`src/rtl/program_loader_if.sv`:
```
// Byte-stream input and program-memory write port of the MIPS boot loader.
// The loader uses the slave modport; the byte source / memory side uses master.
interface program_loader_if;
  logic        byte_valid_i;
  logic [7:0]  byte_data_i;
  logic        mem_write_o;
  logic [31:0] mem_address_o;
  logic [31:0] mem_data_o;

  modport master (
    output byte_valid_i, byte_data_i,
    input  mem_write_o, mem_address_o, mem_data_o
  );

  modport slave (
    input  byte_valid_i, byte_data_i,
    output mem_write_o, mem_address_o, mem_data_o
  );
endinterface

```
`src/rtl/program_loader.sv`:
```
// Boot loader: parses SYNC/LEN_HI/LEN_LO/data frames into big-endian words, writes them to
// program memory and holds the MIPS core in reset until a full image is in. Option: LOADER_CHECKSUM_EN.
module program_loader #(
  parameter int unsigned MEMORY_DEPTH = 256,
  parameter logic [7:0]  SYNC_BYTE    = 8'hA5,
  parameter logic [31:0] BASE_ADDRESS = 32'h0040_0000
) (
  input  logic            clk,
  input  logic            reset,
  program_loader_if.slave bus,
  output logic            cpu_reset_o,
  output logic            busy_o,
  output logic            done_o,
  output logic            error_o,
  output logic [15:0]     words_loaded_o
);

  localparam logic [16:0] DEPTH_C = 17'(MEMORY_DEPTH);

  typedef enum logic [2:0] {
    ST_IDLE   = 3'd0,
    ST_LEN_HI = 3'd1,
    ST_LEN_LO = 3'd2,
    ST_DATA   = 3'd3,
`ifdef LOADER_CHECKSUM_EN
    ST_CHECK  = 3'd4,
`endif
    ST_DONE   = 3'd5,
    ST_ERROR  = 3'd6
  } state_t;

  // Where a frame goes once its last data byte (or an empty header) has been consumed.
`ifdef LOADER_CHECKSUM_EN
  localparam state_t ST_FRAME_END = ST_CHECK;
`else
  localparam state_t ST_FRAME_END = ST_DONE;
`endif

  state_t      state_r, state_next_s;
  logic [15:0] count_r, count_next_s;
  logic [1:0]  byte_idx_r, byte_idx_next_s;
  logic [23:0] shift_r, shift_next_s;
  logic [15:0] words_r, words_next_s;
  logic        write_next_s;
  logic [31:0] addr_next_s;
  logic [31:0] data_next_s;
  logic [15:0] len_s;
  logic        last_word_s;

  logic        mem_write_r;
  logic [31:0] mem_address_r;
  logic [31:0] mem_data_r;
  logic        cpu_reset_r;
  logic        busy_r;
  logic        done_r;
  logic        error_r;

`ifdef LOADER_CHECKSUM_EN
  logic [7:0]  sum_r, sum_next_s;

  function automatic logic [7:0] checksum_add(input logic [7:0] sum, input logic [7:0] data);
    checksum_add = sum + data;
  endfunction
`endif

  function automatic logic state_is_busy(input state_t s);
    case (s)
      ST_LEN_HI, ST_LEN_LO, ST_DATA: state_is_busy = 1'b1;
`ifdef LOADER_CHECKSUM_EN
      ST_CHECK:                      state_is_busy = 1'b1;
`endif
      default:                       state_is_busy = 1'b0;
    endcase
  endfunction

  assign len_s       = {count_r[15:8], bus.byte_data_i};
  assign last_word_s = ((words_r + 16'd1) == count_r);

  // Frame state register.
  always_ff @(posedge clk) begin
    if (reset) begin
      state_r <= ST_IDLE;
    end else begin
      state_r <= state_next_s;
    end
  end

  // Next-state and next-datapath decode; only accepted bytes move anything.
  always_comb begin
    state_next_s    = state_r;
    count_next_s    = count_r;
    byte_idx_next_s = byte_idx_r;
    shift_next_s    = shift_r;
    words_next_s    = words_r;
    write_next_s    = 1'b0;
    addr_next_s     = mem_address_r;
    data_next_s     = mem_data_r;
`ifdef LOADER_CHECKSUM_EN
    sum_next_s      = sum_r;
`endif
    if (bus.byte_valid_i) begin
      case (state_r)
        ST_IDLE, ST_ERROR: begin
          if (bus.byte_data_i == SYNC_BYTE) begin
            state_next_s = ST_LEN_HI;
          end else begin
            state_next_s = state_r;
          end
        end
        ST_LEN_HI: begin
          count_next_s = {bus.byte_data_i, 8'h00};
          state_next_s = ST_LEN_LO;
        end
        ST_LEN_LO: begin
          count_next_s    = len_s;
          byte_idx_next_s = 2'd0;
          words_next_s    = 16'd0;
`ifdef LOADER_CHECKSUM_EN
          sum_next_s      = 8'h00;
`endif
          if ({1'b0, len_s} > DEPTH_C) begin
            state_next_s = ST_ERROR;
          end else if (len_s == 16'd0) begin
            state_next_s = ST_FRAME_END;
          end else begin
            state_next_s = ST_DATA;
          end
        end
        ST_DATA: begin
          shift_next_s    = {shift_r[15:0], bus.byte_data_i};
          byte_idx_next_s = byte_idx_r + 2'd1;
`ifdef LOADER_CHECKSUM_EN
          sum_next_s      = checksum_add(sum_r, bus.byte_data_i);
`endif
          // shift_r already holds bytes 0..2 of the word, MSB first.
          if (byte_idx_r == 2'd3) begin
            write_next_s = 1'b1;
            data_next_s  = {shift_r, bus.byte_data_i};
            addr_next_s  = BASE_ADDRESS + {14'd0, words_r, 2'b00};
            words_next_s = words_r + 16'd1;
            if (last_word_s) begin
              state_next_s = ST_FRAME_END;
            end else begin
              state_next_s = ST_DATA;
            end
          end else begin
            state_next_s = ST_DATA;
          end
        end
`ifdef LOADER_CHECKSUM_EN
        ST_CHECK: begin
          if (bus.byte_data_i == sum_r) begin
            state_next_s = ST_DONE;
          end else begin
            state_next_s = ST_ERROR;
          end
        end
`endif
        ST_DONE: begin
          state_next_s = ST_DONE;
        end
        default: begin
          state_next_s = ST_IDLE;
        end
      endcase
    end else begin
      state_next_s = state_r;
    end
  end

  // Datapath and registered outputs; status flags track the state being entered.
  always_ff @(posedge clk) begin
    if (reset) begin
      count_r       <= 16'd0;
      byte_idx_r    <= 2'd0;
      shift_r       <= 24'd0;
      words_r       <= 16'd0;
      mem_write_r   <= 1'b0;
      mem_address_r <= BASE_ADDRESS;
      mem_data_r    <= 32'd0;
      cpu_reset_r   <= 1'b1;
      busy_r        <= 1'b0;
      done_r        <= 1'b0;
      error_r       <= 1'b0;
`ifdef LOADER_CHECKSUM_EN
      sum_r         <= 8'h00;
`endif
    end else begin
      count_r       <= count_next_s;
      byte_idx_r    <= byte_idx_next_s;
      shift_r       <= shift_next_s;
      words_r       <= words_next_s;
      mem_write_r   <= write_next_s;
      mem_address_r <= addr_next_s;
      mem_data_r    <= data_next_s;
      // Released one cycle after DONE is entered, i.e. after the final write strobe.
      cpu_reset_r   <= (state_r != ST_DONE);
      busy_r        <= state_is_busy(state_next_s);
      done_r        <= (state_next_s == ST_DONE);
      error_r       <= (state_next_s == ST_ERROR);
`ifdef LOADER_CHECKSUM_EN
      sum_r         <= sum_next_s;
`endif
    end
  end

  assign bus.mem_write_o   = mem_write_r;
  assign bus.mem_address_o = mem_address_r;
  assign bus.mem_data_o    = mem_data_r;
  assign cpu_reset_o       = cpu_reset_r;
  assign busy_o            = busy_r;
  assign done_o            = done_r;
  assign error_o           = error_r;
  assign words_loaded_o    = words_r;

endmodule

```
`src/flat_wrapper.sv`:
```
// flat-port wrapper written by rule: the top's interface ports become plain ports
module program_loader_flat 
#(
  parameter int unsigned MEMORY_DEPTH = 256,
  parameter logic [7:0]  SYNC_BYTE    = 8'hA5,
  parameter logic [31:0] BASE_ADDRESS = 32'h0040_0000
)
  (clk, reset, cpu_reset_o, busy_o, done_o, error_o, words_loaded_o, bus_byte_valid_i, bus_byte_data_i, bus_mem_write_o, bus_mem_address_o, bus_mem_data_o);
  program_loader_if bus_i ();
  input  logic clk;
  input  logic reset;
  output logic cpu_reset_o;
  output logic busy_o;
  output logic done_o;
  output logic error_o;
  output logic [15:0] words_loaded_o;
  input wire logic [$bits(bus_i.byte_valid_i)-1:0] bus_byte_valid_i;
  input wire logic [$bits(bus_i.byte_data_i)-1:0] bus_byte_data_i;
  output wire logic [$bits(bus_i.mem_write_o)-1:0] bus_mem_write_o;
  output wire logic [$bits(bus_i.mem_address_o)-1:0] bus_mem_address_o;
  output wire logic [$bits(bus_i.mem_data_o)-1:0] bus_mem_data_o;
  assign bus_i.byte_valid_i = bus_byte_valid_i;
  assign bus_i.byte_data_i = bus_byte_data_i;
  assign bus_mem_write_o = bus_i.mem_write_o;
  assign bus_mem_address_o = bus_i.mem_address_o;
  assign bus_mem_data_o = bus_i.mem_data_o;
  program_loader #(.MEMORY_DEPTH(MEMORY_DEPTH), .SYNC_BYTE(SYNC_BYTE), .BASE_ADDRESS(BASE_ADDRESS)) u_core (.clk(clk), .reset(reset), .bus(bus_i), .cpu_reset_o(cpu_reset_o), .busy_o(busy_o), .done_o(done_o), .error_o(error_o), .words_loaded_o(words_loaded_o));
endmodule
```
`config.mk`:
```
export PLATFORM = sky130hd
export DESIGN_NAME = program_loader_flat
export DESIGN_NICKNAME = d
export VERILOG_FILES = /design/src/rtl/program_loader_if.sv /design/src/rtl/program_loader.sv /design/src/flat_wrapper.sv
export SDC_FILE = /design/constraint.sdc
export NUM_CORES = 1
export LEC_CHECK = 0
export ABC_AREA = 1
export BUFFER_PORTS_ARGS = -buffer_cell sky130_fd_sc_hd__buf_2
export CAP_MARGIN = 20
export CORE_AREA = 4 4 118 120
export DETAILED_ROUTE_END_ITERATION = 8
export DIE_AREA = 0 0 122 124
export HOLD_SLACK_MARGIN = 0.06
export MAX_ROUTING_LAYER = met4
export SYNTH_ARGS = -nofsm -noshare
export SYNTH_HDL_FRONTEND = slang
export SYNTH_SLANG_ARGS = --single-unit
```
`constraint.sdc`:
```
create_clock -name clk -period 2.85 [get_ports clk]
set_input_delay 0.4275 -clock clk [delete_from_list [all_inputs] [get_ports clk]]
set_output_delay 0.4275 -clock clk [all_outputs]
set_load 0.01 [all_outputs]
```
# [After elaboration in Yosys (flattened, before gate mapping)]
# Cells that the tools add are included.
[totals] register_bits=130 inputBits=11 wordCells=61
[op_classes] addsub=3 order_cmp=1 eq_ne=15 mux=13 bitwise_logic=3 n_reduce_logical=13
[ops] op="16-bit case mux with 2 select lines" count=2
[ops] op="23-bit by 18-bit adder with 24-bit output, first input constant" count=1
[ops] op="3-bit two-way mux" count=6
[ops] op="16-bit by 1-bit adder with 16-bit output, second input constant" count=1
[ops] op="16-bit == test" count=1
[ops] op="16-bit by 9-bit > comparator with 1-bit output, second input constant" count=1
[ops] op="16-bit logical NOT" count=1
[ops] op="16-bit two-way mux" count=1
[ops] op="3-bit case mux with 5 select lines" count=1
[ops] op="3-bit by 2-bit == test with 1-bit output, second input constant" count=4
[ops] op="3-bit == test, second input constant" count=4
[ops] op="3-bit AND reduction" count=3
[ops] op="8-bit == test, second input constant" count=1
[ops] op="3-bit by 1-bit == test with 1-bit output, second input constant" count=2
[ops] op="2-bit AND reduction" count=3
[ops] op="3-bit OR reduction" count=2
[ops] op="2-bit case mux with 2 select lines" count=1
[ops] op="2-bit nonzero test" count=2
[ops] op="3-bit logical NOT" count=1
[ops] op="3-bit != test, second input constant" count=1
[ops] op="1-bit NOT" count=3
[ops] op="2-bit by 1-bit adder with 2-bit output, second input constant" count=1
[ops] op="2-bit == test, second input constant" count=1
[ops] op="1-bit two-way mux" count=2
[ops] op="2 further kinds" count=2

# [Logic depth before layout (Yosys ltp)]
[depth] ltp_word=9 mapped_depth=17 ltp_nobuf=17

# [Least setup slack after synthesis]
# OpenSTA, ideal clock, no wires.
[synth_timing] path_kind="register -> register" start="register u_core.words_r[0], in the netlist u_core.words_loaded_o[0]" end="register u_core.busy_r, in the netlist u_core.busy_o" setup_ns=0.118 t_arrival_ns=1.767 required_ns=2.732 path_slack_ns=0.965 path_stages_with_launch=17 path_buffers=0 period_less_slack_ns=1.885 cell_sequence="dfxtp_1 ha_1 nand2_2 nor2_4 nand2_2 nand2_1 nand2_1 nand2_1 nand3_1 nor2_1 nand2_1 nor2_2 nand2_1 nand2_1 nand3_2 nand3_2 a21oi_1"
[synth_between] elab_chain_len=9 elab_cells_between_ends=11 classes_between="1 x add/sub; 4 x eq/ne; 5 x mux; 1 x reduce/logical"
[synth_rtl] element="start: declaration" line_no="program_loader.sv:43" rtl="logic [15:0] words_r, words_next_s;"
[synth_rtl] element="start signal: assignment" line_no="program_loader.sv:192" rtl="words_r <= words_next_s;"
[synth_rtl] element="16-bit by 1-bit adder with 16-bit output (*)" line_no="program_loader.sv:77" rtl="assign last_word_s = ((words_r + 16'd1) == count_r);"
[synth_rtl] element="16-bit == test (*)" line_no="program_loader.sv:77"
[synth_rtl] element="3-bit two-way mux (*)" line_no="program_loader.sv:141" rtl="if (last_word_s) begin"
[synth_rtl] element="3-bit two-way mux (*)" line_no="program_loader.sv:136" rtl="if (byte_idx_r == 2'd3) begin"
[synth_rtl] element="3-bit case mux with 5 select lines (*)" line_no="program_loader.sv:102" rtl="case (state_r)"
[synth_rtl] element="3-bit two-way mux (*)" line_no="program_loader.sv:101" rtl="if (bus.byte_valid_i) begin"
[synth_rtl] element="3-bit by 1-bit == test with 1-bit output / 3-bit by 2-bit == test with 1-bit output (equally long branches)" line_no="program_loader.sv:67" rtl="case (s)"
[synth_rtl] element="3-bit OR reduction (*)" line_no="program_loader.sv:67"
[synth_rtl] element="1-bit two-way mux (*)" line_no="program_loader.sv:67"
[synth_rtl] element="end signal: assignment" line_no="program_loader.sv:198" rtl="busy_r <= state_is_busy(state_next_s);"
[synth_rtl] element="end: declaration" line_no="program_loader.sv:54" rtl="logic busy_r;"
# Mark *: on every way between the ends. The rest lies on a longest branch, timed or not.
# A chain may end at the register's enable or synchronous reset.

# [Final worst setup path]
[layout_timing] start="register u_core.words_r[0], in the netlist u_core.words_loaded_o[0]" end="register u_core.error_r, in the netlist u_core.error_o"
[layout_between] elab_chain_len=7
[layout_rtl] element="16-bit by 1-bit adder with 16-bit output" line_no="program_loader.sv:77"
[layout_rtl] element="16-bit == test" line_no="program_loader.sv:77"
[layout_rtl] element="3-bit two-way mux" line_no="program_loader.sv:141"
[layout_rtl] element="3-bit two-way mux" line_no="program_loader.sv:136"
[layout_rtl] element="3-bit case mux with 5 select lines" line_no="program_loader.sv:102"
[layout_rtl] element="3-bit two-way mux" line_no="program_loader.sv:101"
[layout_rtl] element="3-bit == test" line_no="program_loader.sv:200" rtl="error_r <= (state_next_s == ST_ERROR);"
[layout_rtl] element="end signal: assignment" line_no="program_loader.sv:200"
[layout_rtl] element="end: declaration" line_no="program_loader.sv:56" rtl="logic error_r;"
# Every way passes these cells.

==> impl_results.md <==
* Status: finished, final reports clean
* Vias post-DR at 4592
* Clk sink count at 114
* Worst VDD drop at 0.000284 V
* Chain of cells forming the critical path: ha_1 > nand2_2 > nor2_4 > nand3_2 > nand3_1 > nand2_1 > nor2_1 > nand3_1 > nor2_1 > nand3_1 > nand3_1 > nand2_2 > clkinv_1 > nand2_1 > nor2_2
* Setup WS pre-CTS at 0.667 ns
* Syn Inst Count at 672
* Antenna Nets Post-Route at 0
* PD cells at 638 mW/mm²
* Synthesized area per cell at 7.47 µm²
* Worst setup margin at 0.615 ns
* Vias per inst at 4.93
* Synth Warn # at 0
* Number of synthesized flops with an enable pin at 0
* Most frequent CP cell: nand3_1
* HP Class: input port to flop
* Leak at 2.59 nW
* CTS tree: done
* Final net count at 755
* CORE AREA at 0.0130 mm²
* Crit path arrival time at 2.59 ns
* Initial Util at 38.7%
* Layout cell share with drive strength beyond 1 at 19.2%
* Placed wire-length estimate at 9.43 mm
* DR pass1 iterations at 6
* Synthesized cell area at 0.00502 mm²
* Vias in the first global route at 4284
* RSZ-0062 raised after global routing: no
* Post_cts resized at 0
* Max H-tree Level at 4
* Area post-placement at 0.00550 mm²
* Gr ovfl total at 0
* CTS clk-pin slew, worst paths at 0.06 ns
* Kind of critical path: flop to flop
* Max-slew headroom at 52.7%
* Die H at 124 µm
* Startpoint Class: flop
* Initial antenna violation count at 0
* Buf/Inv on CP at 1
* First-pass GRT wire length at 21.6 mm
* Width of the die at 122 µm
* Seq/Total Area, Yosys at 45.4%
* Most common cell after layout, fill and taps aside: dfxtp_1
* CP endpoint kind: flop
* Largest net degree at the start of global routing at 79
* # hold bufs at CTS at 0
* Ant diodes at 0
* Worst path required time at 3.20 ns
* Most frequent cells in the layout: dfxtp_1 (114), nand2_1 (103), a21oi_1 (79), buf_2 (79), nand3_1 (70)
* Total CTS buffers at 17
* Endpoints failing setup at 0
* Syn-to-layout area delta at 20.9%
* GRT Util Overall at 18.7%
* Final Hold Vio Count at 0
* Final worst path period share at 78.4%
* FMAX at 447 MHz
* CP max FO at 9
* Max clock buf depth at 2
* Main synth FF type: dfxtp_1
* Clock Latency Late Sink at 0.41 ns
* Detailed-route wire length at 13.5 mm
* Delay-heaviest family, CP: simple AND/OR/NAND/NOR gates
* Postcts setup bufs at 0
* I/O pins at 96
* Clock Skew at 0.00664 ns
* # rows at 42
* DRC errors left at 0
* Max-slew violation count at 0
* DRT iter0 DRCs at 324
* Root Buffer: clkbuf_16
* Critical Path Max Stage Delay at 0.46 ns
* Final Critical Period at 2.24 ns
* Max-cap violations at 0
* Die ar. at 0.0151 mm²
* CP max stage cell: dfxtp_1
* Tightest Pin Transition at 0.708 ns
* Worst hold slack at 0.300 ns
* Netlist cell types at 35
* Seq cells post-synth at 114
* Wire per inst at 14.5 µm
* Sum Neg Setup Slack at 0 ns
* GP Congestion at 0.926
* Ys async rst share at 0%
* Post-Layout Inst Area at 0.00607 mm²
* # port buffers at 79
[flip-flops by register name (all words and copies together), names as in the netlist, 2 cells and up]
name	cells
u_core.bus.mem_data_o	32
u_core.byte_idx_r	2
u_core.shift_r	24
u_core.words_loaded_o	16
u_core.state_r	3
u_core.count_r	16
u_core.bus.mem_address_o	16
[per-stage QoR]
stage | power [mW] | util (%) | instances
4_1_cts | 3.90 | 46.8 | 931
2_1_floorplan | 1.77 | - | 686
6_report | 3.87 | 46.8 | 931
3_5_place_dp | 1.81 | 42.3 | 899
3_3_place_gp | 1.80 | 42.3 | 899
5_1_grt | 3.99 | 46.8 | 931
[cells in the mapped netlist (all sizes together), types with 3 or more instances]
master	count	area (µm²)
a211oi	9	67.6
nor3	3	15.0
nand2	109	429
nand4	11	68.8
nand3	74	390
a21oi	79	395
buf	29	183
nor2	55	299
xor2	4	35.0
dfxtp	114	2280
clkbuf	20	77.6
o21ai	78	394
inv	74	278
[worst register-to-register path, delay by kind of cell, from the launching register on]
kind,cells,cell delay [ns]
adders and majority gates,1,0.27
buffers and inverters,1,0.06
DFF,1,0.46
and+or+nand+nor,13,1.40
[where the power goes]
group / switching [mW] / leakage, nW / total (mW) / internal (mW)
logic: 0.110 / 1.40 / 0.152 / 0.0422
clock network: 0.735 / 0.277 / 2.10 / 1.36
registers: 0.0112 / 0.919 / 1.62 / 1.61
total: 0.857 / 2.59 / 3.87 / 3.02
[per-layer routing]
layer	global-route usage, %	vias to the layer above	share of wire, %
li1	-	2336	-
met1	24.3	2108	47
met2	28.9	137	46
met3	4.36	11	6.3
met4	6.44	0	0.94
met5	-	-	0
[logic make-up (layout without fill, tap and decap cells)]
| kind of cell | after synthesis | after routing | synth area share, % |
|---|---|---|---|
| AND/OR/NAND/NOR | 257 | 257 | 24.6 |
| AO/OA/AOI/OAI | 168 | 168 | 17.4 |
| buffers and inverters | 124 | 193 | 10.8 |
| flip-flops | 114 | 114 | 45.4 |
| XOR/XNOR | 5 | 5 | 1.15 |
| adder cells (fa/ha/maj) | 2 | 2 | 0.498 |
| other | 2 | 16 | 0.150 |
[area by class of cell]
class                      instances  area, µm²
clock buffer                      21        440
sequential                       114       2280
clock inverter                    11        138
fill                            1320       6910
timing repair buffer              86        460
multi-input combinational        448       2250
inverter                          75        282
tap                              176        220
[final timing paths]
check                      startpoint                        end  slack, ns  depth (start not counted)
max          u_core.words_loaded_o[0]             u_core.error_o       0.61                         15
min                             reset          u_core.state_r[2]       0.30                          2
max reg2reg  u_core.words_loaded_o[0]             u_core.error_o       0.61                         15
min reg2reg        u_core.shift_r[21]  u_core.bus.mem_data_o[29]       0.45                          2
No activity file was read; power rests on OpenSTA's default activity.
